## config.mk

```make
export PLATFORM = sky130hd
export DESIGN_NAME = fft_stream_driver_flat
export DESIGN_NICKNAME = d
export VERILOG_FILES = /design/src/rtl/fft_stream_driver_if.sv /design/src/rtl/fft_stream_driver.sv /design/src/flat_wrapper.sv
export SDC_FILE = /design/constraint.sdc
export NUM_CORES = 1
export LEC_CHECK = 0
export ABC_AREA = 0
export CAP_MARGIN = 20
export CORE_ASPECT_RATIO = 2
export CORE_MARGIN = 10
export CORE_UTILIZATION = 40
export CTS_BUF_LIST = sky130_fd_sc_hd__clkbuf_8
export DETAILED_ROUTE_END_ITERATION = 10
export PLACE_DENSITY = 0.68
export SETUP_SLACK_MARGIN = 0.15
export SLEW_MARGIN = 20
export SYNTH_ARGS = -nofsm -noshare
export SYNTH_HDL_FRONTEND = slang
export SYNTH_SLANG_ARGS = --single-unit
```

## constraint.sdc

```tcl
create_clock -name s00_axi_aclk -period 4.6 [get_ports s00_axi_aclk]
set_input_delay 0.92 -clock s00_axi_aclk [delete_from_list [all_inputs] [get_ports s00_axi_aclk]]
set_output_delay 0.92 -clock s00_axi_aclk [all_outputs]
set_load 0.02 [all_outputs]
```

## src/rtl/fft_stream_driver_if.sv

```systemverilog
// Stream bundle between the host driver and the stream accumulator engine.
// master: driver side (sends samples, receives result); slave: engine side.
interface fft_stream_driver_if #(
   parameter int DATA_WIDTH = 32
);
   logic                  m00_axis_tvalid;
   logic [DATA_WIDTH-1:0] m00_axis_tdata;
   logic                  m00_axis_tlast;
   logic                  m00_axis_tready;
   logic                  s00_axis_tvalid;
   logic [DATA_WIDTH-1:0] s00_axis_tdata;
   logic                  s00_axis_tlast;
   logic                  s00_axis_tready;

   modport master (
      output m00_axis_tvalid, m00_axis_tdata, m00_axis_tlast,
      input  m00_axis_tready,
      input  s00_axis_tvalid, s00_axis_tdata, s00_axis_tlast,
      output s00_axis_tready
   );

   modport slave (
      input  m00_axis_tvalid, m00_axis_tdata, m00_axis_tlast,
      output m00_axis_tready,
      output s00_axis_tvalid, s00_axis_tdata, s00_axis_tlast,
      input  s00_axis_tready
   );
endinterface

```

## src/rtl/fft_stream_driver.sv

```systemverilog
// Host-side frame driver: buffers SIZE words, streams them out with tlast,
// pulses start, then captures one result word for the host.
// Ports: s00_axi_aclk/s00_axi_aresetn (async active-low), wr_en/wr_addr/
// wr_data buffer write, go launch, axis (stream bundle, master side),
// start engine trigger, result/result_valid/busy/timeout status.
// Option: define FFT_DRV_TIMEOUT_EN to bound the result wait.
module fft_stream_driver #(
   parameter int SIZE           = 10,
   parameter int DATA_WIDTH     = 32,
   parameter int ADDR_WIDTH     = 4,
   parameter int TIMEOUT_CYCLES = 1024
) (
   input  logic                  s00_axi_aclk,
   input  logic                  s00_axi_aresetn,
   input  logic                  wr_en,
   input  logic [ADDR_WIDTH-1:0] wr_addr,
   input  logic [DATA_WIDTH-1:0] wr_data,
   input  logic                  go,
   fft_stream_driver_if.master   axis,
   output logic                  start,
   output logic [DATA_WIDTH-1:0] result,
   output logic                  result_valid,
   output logic                  busy,
   output logic                  timeout
);

   localparam logic [1:0] IDLE = 2'd0;
   localparam logic [1:0] SEND = 2'd1;
   localparam logic [1:0] KICK = 2'd2;
   localparam logic [1:0] WAIT = 2'd3;

   localparam logic [ADDR_WIDTH:0]   SIZE_X = (ADDR_WIDTH+1)'(SIZE);
   localparam logic [ADDR_WIDTH-1:0] LAST   = ADDR_WIDTH'(SIZE - 1);

   logic [1:0]            state;
   logic [ADDR_WIDTH-1:0] rd_ptr;
   logic [DATA_WIDTH-1:0] mem [SIZE];

   logic idle;
   logic send;
   logic wr_ok;
   logic beat;
   logic res_hs;
   logic tmo_hit;

   assign idle   = (state == IDLE);
   assign send   = (state == SEND);
   assign wr_ok  = idle && wr_en && ({1'b0, wr_addr} < SIZE_X);
   assign beat   = send && axis.m00_axis_tready;
   assign res_hs = (state == WAIT) && axis.s00_axis_tvalid;

   // Buffer is deliberately not reset so contents survive a reset.
   always_ff @(posedge s00_axi_aclk) begin
      if (wr_ok)
         mem[wr_addr] <= wr_data;
   end

   always_ff @(posedge s00_axi_aclk or negedge s00_axi_aresetn) begin
      if (!s00_axi_aresetn) begin
         state        <= IDLE;
         rd_ptr       <= '0;
         result       <= '0;
         result_valid <= 1'b0;
      end else begin
         case (state)
            IDLE: begin
               if (go) begin
                  result_valid <= 1'b0;
                  rd_ptr       <= '0;
                  state        <= SEND;
               end
            end
            SEND: begin
               if (beat) begin
                  if (rd_ptr == LAST)
                     state <= KICK;
                  else
                     rd_ptr <= rd_ptr + 1'b1;
               end
            end
            KICK: state <= WAIT;
            WAIT: begin
               if (res_hs) begin
                  result       <= axis.s00_axis_tdata;
                  result_valid <= 1'b1;
                  state        <= IDLE;
               end else if (tmo_hit) begin
                  state <= IDLE;
               end
            end
            default: state <= IDLE;
         endcase
      end
   end

`ifdef FFT_DRV_TIMEOUT_EN
   localparam int CW = $clog2(TIMEOUT_CYCLES + 1);
   localparam logic [CW-1:0] LIMIT = CW'(TIMEOUT_CYCLES - 1);

   logic [CW-1:0] wait_cnt;
   logic          timeout_q;

   // A result arriving on the limit cycle takes priority over expiry.
   assign tmo_hit = (state == WAIT) && !axis.s00_axis_tvalid
                    && (wait_cnt == LIMIT);

   always_ff @(posedge s00_axi_aclk or negedge s00_axi_aresetn) begin
      if (!s00_axi_aresetn) begin
         wait_cnt  <= '0;
         timeout_q <= 1'b0;
      end else begin
         if (state == KICK)
            wait_cnt <= '0;
         else if ((state == WAIT) && !axis.s00_axis_tvalid)
            wait_cnt <= wait_cnt + 1'b1;

         if (idle && go)
            timeout_q <= 1'b0;
         else if (tmo_hit)
            timeout_q <= 1'b1;
      end
   end

   assign timeout = timeout_q;
`else
   logic unused_cfg;
   assign unused_cfg = (TIMEOUT_CYCLES == 0);
   assign tmo_hit    = 1'b0;
   assign timeout    = 1'b0;
`endif

   // Result tlast is accepted but carries no meaning for a single word.
   logic unused_last;
   assign unused_last = axis.s00_axis_tlast;

   // Data/last are gated so the link reads all-zero outside SEND.
   assign axis.m00_axis_tvalid = send;
   assign axis.m00_axis_tdata  = send ? mem[rd_ptr] : '0;
   assign axis.m00_axis_tlast  = send && (rd_ptr == LAST);
   assign axis.s00_axis_tready = (state == WAIT);
   assign start                = (state == KICK);
   assign busy                 = !idle;

endmodule

```

## src/flat_wrapper.sv

```systemverilog
// flat-port wrapper written by rule: the top's interface ports become plain ports
module fft_stream_driver_flat 
#(
   parameter int SIZE           = 10,
   parameter int DATA_WIDTH     = 32,
   parameter int ADDR_WIDTH     = 4,
   parameter int TIMEOUT_CYCLES = 1024
)
  (s00_axi_aclk, s00_axi_aresetn, wr_en, wr_addr, wr_data, go, start, result, result_valid, busy, timeout, axis_m00_axis_tvalid, axis_m00_axis_tdata, axis_m00_axis_tlast, axis_m00_axis_tready, axis_s00_axis_tvalid, axis_s00_axis_tdata, axis_s00_axis_tlast, axis_s00_axis_tready);
  fft_stream_driver_if #(.DATA_WIDTH(DATA_WIDTH)) axis_i ();
  input  logic s00_axi_aclk;
  input  logic s00_axi_aresetn;
  input  logic wr_en;
  input  logic [ADDR_WIDTH-1:0] wr_addr;
  input  logic [DATA_WIDTH-1:0] wr_data;
  input  logic go;
  output logic start;
  output logic [DATA_WIDTH-1:0] result;
  output logic result_valid;
  output logic busy;
  output logic timeout;
  output wire logic [$bits(axis_i.m00_axis_tvalid)-1:0] axis_m00_axis_tvalid;
  output wire logic [$bits(axis_i.m00_axis_tdata)-1:0] axis_m00_axis_tdata;
  output wire logic [$bits(axis_i.m00_axis_tlast)-1:0] axis_m00_axis_tlast;
  input wire logic [$bits(axis_i.m00_axis_tready)-1:0] axis_m00_axis_tready;
  input wire logic [$bits(axis_i.s00_axis_tvalid)-1:0] axis_s00_axis_tvalid;
  input wire logic [$bits(axis_i.s00_axis_tdata)-1:0] axis_s00_axis_tdata;
  input wire logic [$bits(axis_i.s00_axis_tlast)-1:0] axis_s00_axis_tlast;
  output wire logic [$bits(axis_i.s00_axis_tready)-1:0] axis_s00_axis_tready;
  assign axis_m00_axis_tvalid = axis_i.m00_axis_tvalid;
  assign axis_m00_axis_tdata = axis_i.m00_axis_tdata;
  assign axis_m00_axis_tlast = axis_i.m00_axis_tlast;
  assign axis_i.m00_axis_tready = axis_m00_axis_tready;
  assign axis_i.s00_axis_tvalid = axis_s00_axis_tvalid;
  assign axis_i.s00_axis_tdata = axis_s00_axis_tdata;
  assign axis_i.s00_axis_tlast = axis_s00_axis_tlast;
  assign axis_s00_axis_tready = axis_i.s00_axis_tready;
  fft_stream_driver #(.SIZE(SIZE), .DATA_WIDTH(DATA_WIDTH), .ADDR_WIDTH(ADDR_WIDTH), .TIMEOUT_CYCLES(TIMEOUT_CYCLES)) u_core (.s00_axi_aclk(s00_axi_aclk), .s00_axi_aresetn(s00_axi_aresetn), .wr_en(wr_en), .wr_addr(wr_addr), .wr_data(wr_data), .go(go), .axis(axis_i), .start(start), .result(result), .result_valid(result_valid), .busy(busy), .timeout(timeout));
endmodule
```

== Word level (Yosys, flattened, before mapping) ==
Memory sizes are Yosys's and may differ from the RTL's.
Index checks and enable logic that the tools add are counted.
W data, S select, Z words.
Word-level totals
  bits in registers: 39
  memory bits (writable): 320
  input port bits: 75
  output and inout port bits: 71
  word-level logic and storage cells: 44
  memories: 1
Cells by class
  $add $sub $neg: 1
  magnitude comparators: 1
  equal/unequal tests: 9
  muxes and demuxes: 15
  reduce and logical (&&, ||, !) cells: 13
Memories
  u_core.mem: depth 10, bits a word 32, read ports 1, clocked after Yosys merged registers in 0, write ports 1, RTL line fft_stream_driver.sv:37  | logic [DATA_WIDTH-1:0] mem [SIZE];
Operators with widths (number)
  $mux W32: 1
  $mux W4: 3
  $mux W2: 4
  $ne A2 B2 Y1 const B: 4
  $pmux W2 S4: 1
  $pmux W4 S2: 1
  $reduce_and A4 Y1: 2
  $logic_and A1 B1 Y1: 5
  $add A4 B1 Y4 const B: 1
  $eq A2 B2 Y1 const B: 2
  $eq A4 B4 Y1 const B: 1
  $lt A4 B4 Y1 const B: 1
  $mux W1: 4
  $reduce_bool A2 Y1: 2
  $reduce_and A3 Y1: 1
  $eq A2 B1 Y1 const B: 1
  $logic_not A2 Y1: 1
  $ne A2 B1 Y1 const B: 1
  $pmux W1 S2: 1
  $reduce_and A2 Y1: 1
  $logic_not A1 Y1: 1

== Logic depth before layout (Yosys ltp) ==
  depth in word-level cells: 5
  mapped depth: 8

== Worst setup path before layout ==
OpenSTA, ideal clock, no wires.
  path type: input to register
  from: input wr_addr[1]
  to: memory u_core.mem[0][0] (enable)
  data arrival time: 3.690 ns
  required time: 4.139 ns
  slack: 0.449 ns
  stages on the path: 2
  path through: or3b_2 > nor3_1
On the way
  word-level cells in the longest chain between the ends: 4
RTL lines
  start, declared: RTL line flat_wrapper.sv:14  | input logic [ADDR_WIDTH-1:0] wr_addr;
  $lt A4 B4 Y1: RTL line fft_stream_driver.sv:48  | assign wr_ok = idle && wr_en && ({1'b0, wr_addr} < SIZE_X);
  $logic_and A1 B1 Y1: RTL line fft_stream_driver.sv:48
  $mux W1: RTL line fft_stream_driver.sv:54  | if (wr_ok)
  $mux W1 (not written as such): RTL line fft_stream_driver.sv:55  | mem[wr_addr] <= wr_data;
  end, declared: RTL line fft_stream_driver.sv:37
Several ways; a longest one is shown, not always the timed one.

== Final worst setup path ==
  from: register u_core.rd_ptr[0]
  to: output axis_m00_axis_tdata[7]
On the way
  word-level cells in the longest chain between the ends: 2
RTL lines
  start, declared: RTL line fft_stream_driver.sv:36  | logic [ADDR_WIDTH-1:0] rd_ptr;
  start signal, assigned: RTL line fft_stream_driver.sv:78  | rd_ptr <= rd_ptr + 1'b1;
  $mem_v2 Z10 W32
  $mux W32: RTL line fft_stream_driver.sv:138  | assign axis.m00_axis_tdata = send ? mem[rd_ptr] : '0;
  end, declared: RTL line flat_wrapper.sv:23  | output wire logic [$bits(axis_i.m00_axis_tdata)-1:0] axis_m00_axis_tdata;
No other way between the ends.

==> summary.txt <==
Reg-to-Reg Start = u_core.state[0]
crit end category = output port
initial antenna violation count = 2
Hold Vio Cnt, Final = 0
HPWL after DPL = 18620 µm
max cap viols = 0
Initial Util = 40.64%
GRT Max-Usage Layer = met2
area leader, netlist = edfxtp_1
CP peak stage delay = 0.84 ns
WP data arrival = 3.25 ns
Die Wd = 152.3 µm
TritonCTS Sinks = 359
LEAKAGE = 5.521 nW
worst min-delay path category = input port to async pin
grt met1 use = 15.83%
met2 Usage GRT = 25.38%
hold buffers post-CTS = 0
Gate Count Post-Synth = 720
vias in the first global route = 7841
Die Y = 284.7 µm
CP startpoint = u_core.rd_ptr[0]
RSZ-0062 raised after global routing = no
buffers inserted by post-CTS timing repair = 0
sequential fraction of design power = 45.7%
Via density = 5.185
worst-path maximum fanout = 32
type of origin of the critical path = flop
io pins = 146
internal power consumption = 0.006102 W
nets = 980
die area = 43360 µm²
WP data required = 3.68 ns
#FFs+latches synth = 359
Top delay family on crit path = buffers and inverters
Final ANT Viol Nets = 0
CP Depth = 5
Worst Tran Pin Value = 0.8499 ns
met3 GRT Util = 3.055%
final global-route overflow total = 0
dpl cells = 1290
Post-CTS Resized = 0
Finish-stage setup viols = 0
DRT Wirelength = 30570 µm
sequential area share after synthesis = 75.56%
clk_skew = 0.01688 ns
Final min period = 4.166 ns
Critical Path, Cell by Cell = buf_4 -> mux4_1 -> o22ai_1 -> nor2_1 -> clkdlybuf4s50_1
P&R area growth vs syn = 20.67%
Rows = 96
vias post-DR = 7130
DRT Pass-1 Iters = 4
Comb power frac = 27.2%
Avg Inst Size Synth = 19.46 µm²
TNS Setup = 0 ns
FMAX = 240.0 MHz
GRT Resource Usage Total = 14.06%
Worst VDD drop = 0.2756 mV
DRC = 0
FILL cells = 2838
Worst Reg-to-Reg Cells = 5
global-route wire length before repair = 47480 µm
clock root cell = clkbuf_8
clk_lat worst skew = 0.59 ns
Inserted Clock Buffers = 46
Layout Cells excl Fill = 1375
Clk pwr share = 27.1%
yosys warns = 0
port bufs = 143
final cycle utilization of the critical path = 90.57%
outcome = complete, no violations
share of cells above drive strength 1 = 21.86%
Psw = 0.002504 W
setup ws final = 0.4340 ns
post-DR wirelength/cell = 22.23 µm
routability cong. = 0.7180
Yosys top cell area share = 68.59%
CTS tree = done
PwrDens = 509.1 nW/µm²
Slew HR = 43.34%
CTS Buffer Depth = 3
pin count of the biggest net entering global routing = 40
Yosys cell types = 32
sw frac = 29.10%
Layout Utilization = 49.04%
Starting DRT DRC Count = 426
Cell Area, Synth = 14010 µm²
critical path class = flop to output port
Syn Nets = 803
Area after DPL = 15980 µm²
Critical path buffers and inverters = 2
CP max-delay cell = dfrtp_4
CTS clk-pin slew, worst paths = 0.07 ns
Final Slew Violations = 0
H-tree Lvls = 2
Area contributors post-synth = edfxtp_1, mux4_2, dfrtp_1, mux2_2, mux2i_1
core area = 34470 µm²
post-route design area = 16910 µm²
pre-CTS setup slack = 0.9834 ns
==> flip-flops by register name, indices dropped and copies added, names as in the netlist <==
| name | count |
|---|---|
| u_core.mem | 320 |
| u_core.result | 32 |
| u_core.rd_ptr | 4 |
| u_core.state | 2 |
| u_core.result_valid | 1 |
==> placed cells by master, fill, tap and decap left out, types with 2 or more instances in the layout <==
| cell | n |
|---|---|
| edfxtp_1 | 320 |
| clkdlybuf4s50_1 | 142 |
| nand2_1 | 69 |
| mux4_2 | 58 |
| clkbuf_8 | 47 |
| dfrtp_1 | 36 |
| nor2_1 | 35 |
| mux2i_1 | 34 |
| mux2_2 | 33 |
| o22ai_1 | 32 |
| buf_4 | 23 |
| inv_1 | 16 |
| clkinv_2 | 14 |
| ha_1 | 7 |
| clkinv_1 | 7 |
| nand2b_1 | 6 |
| mux4_1 | 6 |
| nor2_4 | 6 |
| o21ai_0 | 5 |
| nor3_2 | 4 |
| bufinv_16 | 4 |
| or2_2 | 3 |
| nand3b_1 | 3 |
| nand3_1 | 3 |
| nand4_1 | 2 |
| a21oi_1 | 2 |
| buf_12 | 2 |
| dfrtp_2 | 2 |
==> worst paths after layout <==
| path | to | slack [ns] |
|---|---|---|
| max in group asynchronous | u_core.rd_ptr[0] | 3.55 |
| worst min-delay path | u_core.result[0] | 0.44 |
| worst min register to register | u_core.result[23] | 0.50 |
| min in group s00_axi_aclk | u_core.result[23] | 0.50 |
| worst max-delay path | axis_m00_axis_tdata[7] | 0.43 |
| worst max register to register | u_core.mem[7][24] | 2.25 |
==> cell type report <==
| class | instances | area (µm²) | share of cell area (%) |
|---|---|---|---|
| diodes | 1 | 2.502 | 0.01480 |
| clock buffers | 47 | 646.9 | 3.827 |
| clock inverters | 37 | 277.8 | 1.643 |
| inverters | 7 | 26.28 | 0.1554 |
| multi-input cells | 315 | 3169 | 18.75 |
| flip-flops and latches | 359 | 10590 | 62.65 |
| well taps | 441 | 551.8 | 3.264 |
| repair buffers | 168 | 1639 | 9.696 |
==> kinds of logic (layout without fill, tap and decap cells) <==
family | Yosys count | in the layout | synth area share [%]
AND/OR/NAND/NOR | 134 | 134 | 4.019
other | 1 | 2 | 0.02677
flip-flops | 359 | 359 | 75.56
AO/OA/AOI/OAI | 41 | 41 | 1.849
multiplexers | 131 | 131 | 15.53
adder cells (fa/ha/maj) | 8 | 8 | 0.7145
buffers and inverters | 46 | 259 | 2.304
==> Yosys cell counts <==
library cell and n:
a21oi_1 2, a221oi_2 1, and2_1 1, buf_1 1, buf_12 3, buf_2 12, buf_4 8, buf_6 6
buf_8 1, clkbuf_1 8, conb_1 1, dfrtp_1 39, edfxtp_1 320, ha_1 8, inv_1 7, mux2_2 33
mux2i_1 34, mux4_1 6, mux4_2 58, nand2_1 69, nand2b_1 6, nand3_1 3, nand3b_1 3, nand4_1 2
nand4b_1 1, nor2_1 41, nor3_1 4, o21ai_0 5, o22ai_1 32, o41ai_1 1, or2_2 3, or3b_2 1
==> stage by stage <==
stage	hold slack, ns	power, W
6_report	0.4441	0.008606
4_1_cts	0.4457	0.008747
2_1_floorplan	0.5340	0.005425
3_3_place_gp	0.4853	0.006370
5_1_grt	0.5065	0.009037
3_5_place_dp	0.4919	0.006401
==> worst register-to-register path: cells and delay by family, from the launching register on <==
| kind | cells | cell delay (ns) |
|---|---|---|
| adder cells (fa/ha/maj) | 1 | 0.26 |
| buffers and inverters | 2 | 0.56 |
| flip-flops | 1 | 0.43 |
| AND/OR/NAND/NOR | 2 | 0.78 |
==> metal layers <==
metal,vias to the layer above,part of all wire [%]
li1,3203,-
met1,3633,37
met2,242,53
met3,50,6.7
met4,2,2.4
met5,-,0.043
==> power by group through the flow <==
stage / clock network (W) / logic, W / registers, W
6_report: 0.00233 / 0.00234 / 0.00393
5_1_grt: 0.00255 / 0.00252 / 0.00397
4_1_cts: 0.00241 / 0.00240 / 0.00394
3_5_place_dp: 0 / 0.00239 / 0.00401
3_3_place_gp: 0 / 0.00237 / 0.00400
2_1_floorplan: 0 / 0.00132 / 0.00410
No activity file was read; power rests on OpenSTA's default activity.
